--- config.mk ---
export PLATFORM = sky130hd
export DESIGN_NAME = count_decoder
export DESIGN_NICKNAME = d
export VERILOG_FILES = /design/src/rtl/counters_pkg.sv /design/src/rtl/gray_to_bin.sv /design/src/rtl/count_decoder.sv
export SDC_FILE = /design/constraint.sdc
export NUM_CORES = 1
export LEC_CHECK = 0
export CAP_MARGIN = 40
export CORE_MARGIN = 5
export CORE_UTILIZATION = 36
export DETAILED_ROUTE_END_ITERATION = 8
export GPL_TIMING_DRIVEN = 0
export PLACE_DENSITY = 0.68
export SYNTH_ARGS = -nofsm -noshare
export SYNTH_HDL_FRONTEND = slang
export SYNTH_HIERARCHICAL = 1
export SYNTH_SLANG_ARGS = --single-unit
export TNS_END_PERCENT = 10
--- constraint.sdc ---
create_clock -name clk -period 3.4 [get_ports clk]
set_input_delay 0.85 -clock clk [delete_from_list [all_inputs] [get_ports clk]]
set_output_delay 0.85 -clock clk [all_outputs]
set_load 0.05 [all_outputs]
--- src/rtl/counters_pkg.sv ---
// -----------------------------------------------------------------------------
// counters_pkg
//   Shared definitions for blocks that consume Gray and BCD counter values.
//   - state_t    : conversion FSM states (IDLE, CONVERT, DONE)
//   - BCD_RADIX  : decimal radix used by the BCD accumulator
//   - GRAY_MAX_W : widest Gray word gray2bin() can decode
//   - gray2bin() : prefix-XOR Gray-to-binary decode over the low 'width' bits
// -----------------------------------------------------------------------------
package counters_pkg;

    typedef enum logic [1:0] {
        IDLE    = 2'd0,
        CONVERT = 2'd1,
        DONE    = 2'd2
    } state_t;

    localparam int BCD_RADIX  = 10;
    localparam int GRAY_MAX_W = 64;

    // b[MSB] = g[MSB], b[i] = b[i+1] ^ g[i]. A running XOR from the top bit
    // down gives exactly that. Bits at or above 'width' are returned as 0, so
    // callers pass a zero-extended word and cast the result to their width.
    function automatic logic [GRAY_MAX_W-1:0] gray2bin(
        input logic [GRAY_MAX_W-1:0] g,
        input int                    width
    );
        logic [GRAY_MAX_W-1:0] b;
        logic                  run;
        b   = '0;
        run = 1'b0;
        for (int i = GRAY_MAX_W - 1; i >= 0; i--) begin
            if (i < width) begin
                run  = run ^ g[i];
                b[i] = run;
            end
        end
        return b;
    endfunction

endpackage

--- src/rtl/gray_to_bin.sv ---
// -----------------------------------------------------------------------------
// gray_to_bin
//   Combinational Gray-to-binary decoder (prefix XOR), reusable by any Gray
//   consumer. WIDTH must not exceed counters_pkg::GRAY_MAX_W.
//   Ports:
//     i_gray  in   WIDTH  Gray-coded word
//     o_bin   out  WIDTH  binary equivalent
// -----------------------------------------------------------------------------
module gray_to_bin
    import counters_pkg::*;
#(
    parameter int WIDTH = 8
) (
    input  logic [WIDTH-1:0] i_gray,
    output logic [WIDTH-1:0] o_bin
);

    assign o_bin = WIDTH'(gray2bin(GRAY_MAX_W'(i_gray), WIDTH));

endmodule

--- src/rtl/count_decoder.sv ---
// -----------------------------------------------------------------------------
// count_decoder
//   Captures a Gray-coded count and a packed-BCD count together and returns
//   both as binary. The Gray word is decoded at acceptance and registered;
//   the BCD word is folded into an accumulator one digit per cycle, most
//   significant digit first (acc = acc*10 + digit).
//   Ports:
//     clk            in   1              rising-edge clock
//     clr_n          in   1              asynchronous active-low reset
//     in_valid       in   1              gray_in/bcd_in hold a value to decode
//     in_ready       out  1              high only in IDLE
//     gray_in        in   COUNT_SIZE     Gray-coded count
//     bcd_in         in   4*BCD_DIGITS   packed BCD, digit 0 in bits [3:0]
//     out_valid      out  1              result outputs are valid (DONE)
//     out_ready      in   1              consumer accepts the result
//     bin_from_gray  out  COUNT_SIZE     binary of the captured gray_in
//     bin_from_bcd   out  BIN_WIDTH      binary of the captured bcd_in
//     bcd_err        out  1              a captured digit was > 9
// -----------------------------------------------------------------------------
module count_decoder
    import counters_pkg::*;
#(
    parameter int COUNT_SIZE = 8,
    parameter int BCD_DIGITS = 4,
    parameter int BIN_WIDTH  = 14
) (
    input  logic                    clk,
    input  logic                    clr_n,
    input  logic                    in_valid,
    output logic                    in_ready,
    input  logic [COUNT_SIZE-1:0]   gray_in,
    input  logic [4*BCD_DIGITS-1:0] bcd_in,
    output logic                    out_valid,
    input  logic                    out_ready,
    output logic [COUNT_SIZE-1:0]   bin_from_gray,
    output logic [BIN_WIDTH-1:0]    bin_from_bcd,
    output logic                    bcd_err
);

    localparam int              IDX_W     = (BCD_DIGITS > 1) ? $clog2(BCD_DIGITS) : 1;
    localparam logic [IDX_W-1:0] LAST_IDX = IDX_W'(BCD_DIGITS - 1);
    localparam logic [3:0]      MAX_DIGIT = 4'(BCD_RADIX - 1);

    state_t                  r_state;
    state_t                  w_next_state;
    logic                    w_accept;
    logic                    w_step;
    logic                    w_last;
    logic [3:0]              w_digit;
    logic [COUNT_SIZE-1:0]   w_gray_bin;

    logic [4*BCD_DIGITS-1:0] r_bcd;
    logic [IDX_W-1:0]        r_idx;
    logic [BIN_WIDTH-1:0]    r_acc;
    logic [COUNT_SIZE-1:0]   r_bin_from_gray;
    logic                    r_bcd_err;

    gray_to_bin #(
        .WIDTH (COUNT_SIZE)
    ) u_gray_to_bin (
        .i_gray (gray_in),
        .o_bin  (w_gray_bin)
    );

    assign w_digit = r_bcd[4*int'(r_idx) +: 4];
    assign w_last  = (r_idx == '0);

    // NOTE: sequential state uses non-blocking (<=) so every register samples
    // pre-edge values; blocking here would create order-dependent races.
    always_ff @(posedge clk or negedge clr_n) begin
        if (!clr_n) begin
            r_state <= IDLE;
        end else begin
            r_state <= w_next_state;
        end
    end

    // in_ready and out_valid are decoded from the state, so in_ready reads 1
    // throughout reset and out_valid drops on the edge that leaves DONE.
    always_comb begin
        // NOTE: every output of this block gets a default first; a path that
        // leaves one unassigned would infer a latch.
        w_next_state = r_state;
        in_ready     = 1'b0;
        out_valid    = 1'b0;
        w_accept     = 1'b0;
        w_step       = 1'b0;
        case (r_state)
            IDLE: begin
                in_ready = 1'b1;
                if (in_valid) begin
                    w_accept     = 1'b1;
                    w_next_state = CONVERT;
                end
            end
            CONVERT: begin
                w_step = 1'b1;
                if (w_last) begin
                    w_next_state = DONE;
                end
            end
            DONE: begin
                out_valid = 1'b1;
                if (out_ready) begin
                    w_next_state = IDLE;
                end
            end
            default: w_next_state = IDLE;
        endcase
    end

    // NOTE: the captured BCD word is reset along with everything else; it is a
    // handful of flops, not a memory, and clearing it keeps post-reset state
    // fully defined at no real cost.
    always_ff @(posedge clk or negedge clr_n) begin
        if (!clr_n) begin
            r_bcd           <= '0;
            r_idx           <= '0;
            r_acc           <= '0;
            r_bin_from_gray <= '0;
            r_bcd_err       <= 1'b0;
        end else if (w_accept) begin
            r_bcd           <= bcd_in;
            r_bin_from_gray <= w_gray_bin;
            r_acc           <= '0;
            r_bcd_err       <= 1'b0;
            r_idx           <= LAST_IDX;
        end else if (w_step) begin
            // acc*10 as two shifts and an add; wraps mod 2**BIN_WIDTH, which
            // only happens for illegal digits.
            r_acc <= (r_acc << 3) + (r_acc << 1) + BIN_WIDTH'(w_digit);
            if (w_digit > MAX_DIGIT) begin
                r_bcd_err <= 1'b1;
            end
            if (!w_last) begin
                r_idx <= r_idx - IDX_W'(1);
            end
        end
    end

    assign bin_from_gray = r_bin_from_gray;
    assign bin_from_bcd  = r_acc;
    assign bcd_err       = r_bcd_err;

endmodule

==> reports/qor_table.md <==
| Metric | Reported | Unit |
|:---|:---|:---|
| Cell variety after synth | 40 | - |
| Cell area power density | 1110 | nW/µm² |
| Total standard cell area after synthesis | 2510 | µm² |
| Number of sinks on the clock net | 43 | - |
| Remaining global-route overflow | 0 | - |
| Post-route fraction of the period consumed by the critical path | 0.953 | - |
| Biggest fanout along the worst timing path | 5 | - |
| Most instantiated flip-flop cell in the synthesis netlist | sky130_fd_sc_hd__dfrtp_1 | - |
| Library cell with the highest instance count after synthesis | sky130_fd_sc_hd__nand2_1 | - |
| Crit Reg-Reg Endpoint | bin_from_bcd[11] | - |
| Site Rows | 30 | - |
| CP Data Required Time | 3600 | ps |
| H-tree depth | 2 | - |
| DRC violation count after routing | 0 | - |
| Layout cell share with drive strength beyond 1 | 0.0793 | - |
| Initial antenna violation count | 0 | - |
| Critical Path Start | r_idx[0] | - |
| Antenna-violating nets left | 0 | - |
| Detailed route wirelength on metal2 | 2850 | µm |
| Final number of setup-violating endpoints | 0 | - |
| Avg WL per Cell | 13.6 | µm |
| Total of max-cap violations | 0 | - |
| Met3 layer wire length in the routed design | 311 | µm |
| Data arrival time of the critical path | 3440 | ps |
| Count of warnings emitted by yosys | 6 | - |
| Hpwl dp | 4440 | µm |
| Gate Count Post-Synth | 264 | - |
| Global-route wire length before repair | 10300 | µm |
| Number of global-route vias before repair | 2194 | - |
| LEAKAGE | 0.00159 | µW |
| Peak ir drop on the vdd network | 313 | µV |
| Most used cell along the critical path | sky130_fd_sc_hd__inv_2 | - |
| Length in cells of the worst reg-to-reg path | 11 | - |
| Number of port buffers | 52 | - |
| Clock transition time at the flip-flop clock pins of the worst setup and hold paths | 90 | ps |
| Clock tree from TritonCTS | built | - |
| Clock buffer depth | 2 | - |
| Worst stage delay on the critical path | 560 | ps |
| Vias per std cell | 4.82 | - |
| Crit end category | register | - |
| Final worst path period need | 3240 | ps |
| Final hold viol count | 0 | - |
| Placeable core region | 6790 | µm² |
| Metal-1 WL | 2540 | µm |
| Path type of the worst min-delay path | in -> async | - |
| Die Footprint | 8730 | µm² |
| Die Span Y | 93.5 | µm |
| Worst slack on hold paths | 443 | ps |
| Clk_skew | 9.62 | ps |
| Synth area leaders | sky130_fd_sc_hd__dfrtp_1, sky130_fd_sc_hd__nand2_1, sky130_fd_sc_hd__ha_1 | - |
| Post-synth EDFFs | 0 | - |
| Fraction of synthesized cell area taken by the top area cell type | 0.429 | - |
| Leading cell types by count after synthesis | sky130_fd_sc_hd__nand2_1, sky130_fd_sc_hd__dfrtp_1, sky130_fd_sc_hd__ha_1, sky130_fd_sc_hd__o21ai_0, sky130_fd_sc_hd__xnor2_1 | - |
| Unrepaired setup endpoints after global routing | no | - |
| Aggregate routed wire length | 5770 | µm |
| Highest routed metal layer | met4 | - |
| Starting utilization of the core area | 0.369 | - |
| Final antenna diode count | 0 | - |
| Clk Tree Root Cell | sky130_fd_sc_hd__clkbuf_8 | - |
| Avg Inst Size Synth | 9.50 | µm² |
| Net count after synthesis | 317 | - |
| Slew at the pin with the worst max-slew slack | 764 | ps |
| Area overhead of the layout relative to synthesis | 32.1 | % |
| Run status | completed | - |
| Fmax | 309 | MHz |
| Overall global routing resource usage | 0.147 | - |
| Max-slew headroom | 0.489 | - |
| FILL cells | 678 | - |
| Destination of the critical timing path | bin_from_bcd[11] | - |
| Later-pin clock latency in the skew report | 300 | ps |
| Register bit count reported by yosys | 43 | - |
| Final Total Pwr | 3690 | µW |
| Routed vias | 2042 | - |
| Type of the setup path with the least slack | reg -> reg | - |
| Fin nets | 380 | - |
| Asr flop ratio synth | 1.00 | - |
| Overall die width | 93.5 | µm |
| Fraction of the yosys area taken by sequential cells | 0.429 | - |
| Weighted congestion at the end of routability-driven global placement | 0.854 | - |
| Critical-path cell list | mux4_2 -> inv_2 -> fa_1 -> inv_2 -> ha_1 -> a21o_1 -> nand4_1 -> nand3b_4 -> o311a_1 -> or3_1 -> a32o_1 | - |
| Slowest cell on the critical path | sky130_fd_sc_hd__mux4_2 | - |
| Worst Path Buf+Inv | 2 | - |
| Fin. max-slew vios | 0 | - |
| Worst R2R Start | r_idx[0] | - |
| Dominant delay contributor by cell family on the critical path | compound AO/OA/AOI/OAI gates | - |
| Cell type contributing the most total cell area after synthesis | sky130_fd_sc_hd__dfrtp_1 | - |
| Largest net degree at the start of global routing | 32 | - |
| Initial detailed-routing violation count | 82 | - |
| Levels on crit path | 11 | - |
| Number of CTS-inserted buffers | 5 | - |
| Flop-to-flop setup slack | 160 | ps |
| Element type at the critical path start | register | - |
| I/O pins | 53 | - |
| Hold buffer count at CTS | 0 | - |
| First drt pass iteration count | 4 | - |
[layout by cell type (no fill, tap or decap), types with 3 or more instances in the layout]
| master | count |
|---|---|
| sky130_fd_sc_hd__a21o_1 | 4 |
| sky130_fd_sc_hd__a21oi_1 | 6 |
| sky130_fd_sc_hd__a22o_1 | 4 |
| sky130_fd_sc_hd__a31oi_1 | 3 |
| sky130_fd_sc_hd__buf_4 | 5 |
| sky130_fd_sc_hd__clkbuf_1 | 8 |
| sky130_fd_sc_hd__clkbuf_8 | 5 |
| sky130_fd_sc_hd__clkdlybuf4s50_1 | 51 |
| sky130_fd_sc_hd__dfrtp_1 | 42 |
| sky130_fd_sc_hd__ha_1 | 23 |
| sky130_fd_sc_hd__inv_1 | 8 |
| sky130_fd_sc_hd__mux4_2 | 4 |
| sky130_fd_sc_hd__nand2_1 | 83 |
| sky130_fd_sc_hd__nand3_1 | 4 |
| sky130_fd_sc_hd__nor2_1 | 5 |
| sky130_fd_sc_hd__o21ai_0 | 15 |
| sky130_fd_sc_hd__xnor2_1 | 11 |
| sky130_fd_sc_hd__xor2_1 | 8 |
[worst register-to-register path: cells and delay by family (launching register included)]
family | cells | cell delay (ps)
AOI/OAI and AO/OA | 3 | 720
DFF | 1 | 440
muxes | 1 | 560
adders and majority gates | 2 | 650
and+or+nand+nor | 3 | 600
buffers and inverters | 2 | 170
[registers in the layout, summed over array words and instances (netlist names)]
name and flops:
r_bcd 16, r_idx 2, bin_from_bcd 14, r_state 2, bin_from_gray 8, bcd_err 1
[per-stage QoR]
| step | TNS (ps) | cell area (µm²) | std cells | util | setup WS, ps |
|---|---|---|---|---|---|
| global route | 0 | 3310 | 424 | 0.487 | 2.34 |
| detailed placement | -363 | 3160 | 413 | 0.466 | -192 |
| floorplan | 0 | 2510 | 264 | - | 89.0 |
| global placement | -190 | 3150 | 412 | 0.463 | -118 |
| finish | 0 | 3310 | 424 | 0.487 | 159 |
| CTS | 0 | 3270 | 420 | 0.482 | 15.9 |
[cell families after synthesis]
| family | count (synthesis) | share of synthesized area |
|---|---|---|
| AOI/OAI and AO/OA | 46 | 0.121 |
| xor gates and xnor gates | 21 | 0.0793 |
| adders and majority gates | 25 | 0.131 |
| buffers and inverters | 21 | 0.0329 |
| DFF | 43 | 0.429 |
| muxes | 4 | 0.0359 |
| and+or+nand+nor | 104 | 0.171 |
[final cells by class]
cell class | instances | area (µm²) | area share
Clock inverter | 3 | 43.8 | 0.0132
Tap cell | 96 | 120 | 0.0363
Clock buffer | 5 | 68.8 | 0.0208
Buffer | 10 | 41.3 | 0.0125
Multi-Input combinational cell | 200 | 1360 | 0.410
Inverter | 10 | 37.5 | 0.0113
Sequential cell | 43 | 1080 | 0.325
Timing Repair Buffer | 57 | 566 | 0.171
[power by group]
part	internal, µW	switching, µW	total [µW]
Combinational	932	1400	2340
Sequential	763	183	946
Clock	219	187	406
[how the worst min path moves through the flow]
stage,start,endpoint,slack [ps],cells after the start
3_3_place_gp,r_bcd[8],r_bcd[8],450,2
6_report,clr_n,bin_from_bcd[3],440,1
4_1_cts,clr_n,bin_from_bcd[4],450,1
5_1_grt,clr_n,bin_from_bcd[3],450,1
3_5_place_dp,bin_from_gray[4],bin_from_gray[4],460,2
2_1_floorplan,r_bcd[10],r_bcd[10],440,2
[metal layers]
layer  GRT usage  up-vias
li1            -     1021
met4      0.0415        0
met3      0.0418        7
met2       0.253       42
met1       0.178      972
met5           0        -
[timing repair]
item	in CTS	in global routing
buffers inserted	0	4
resized for setup	1	3
pin swaps	0	1
setup endpoints to repair	3	3
(Power assumes the default switching activity.)
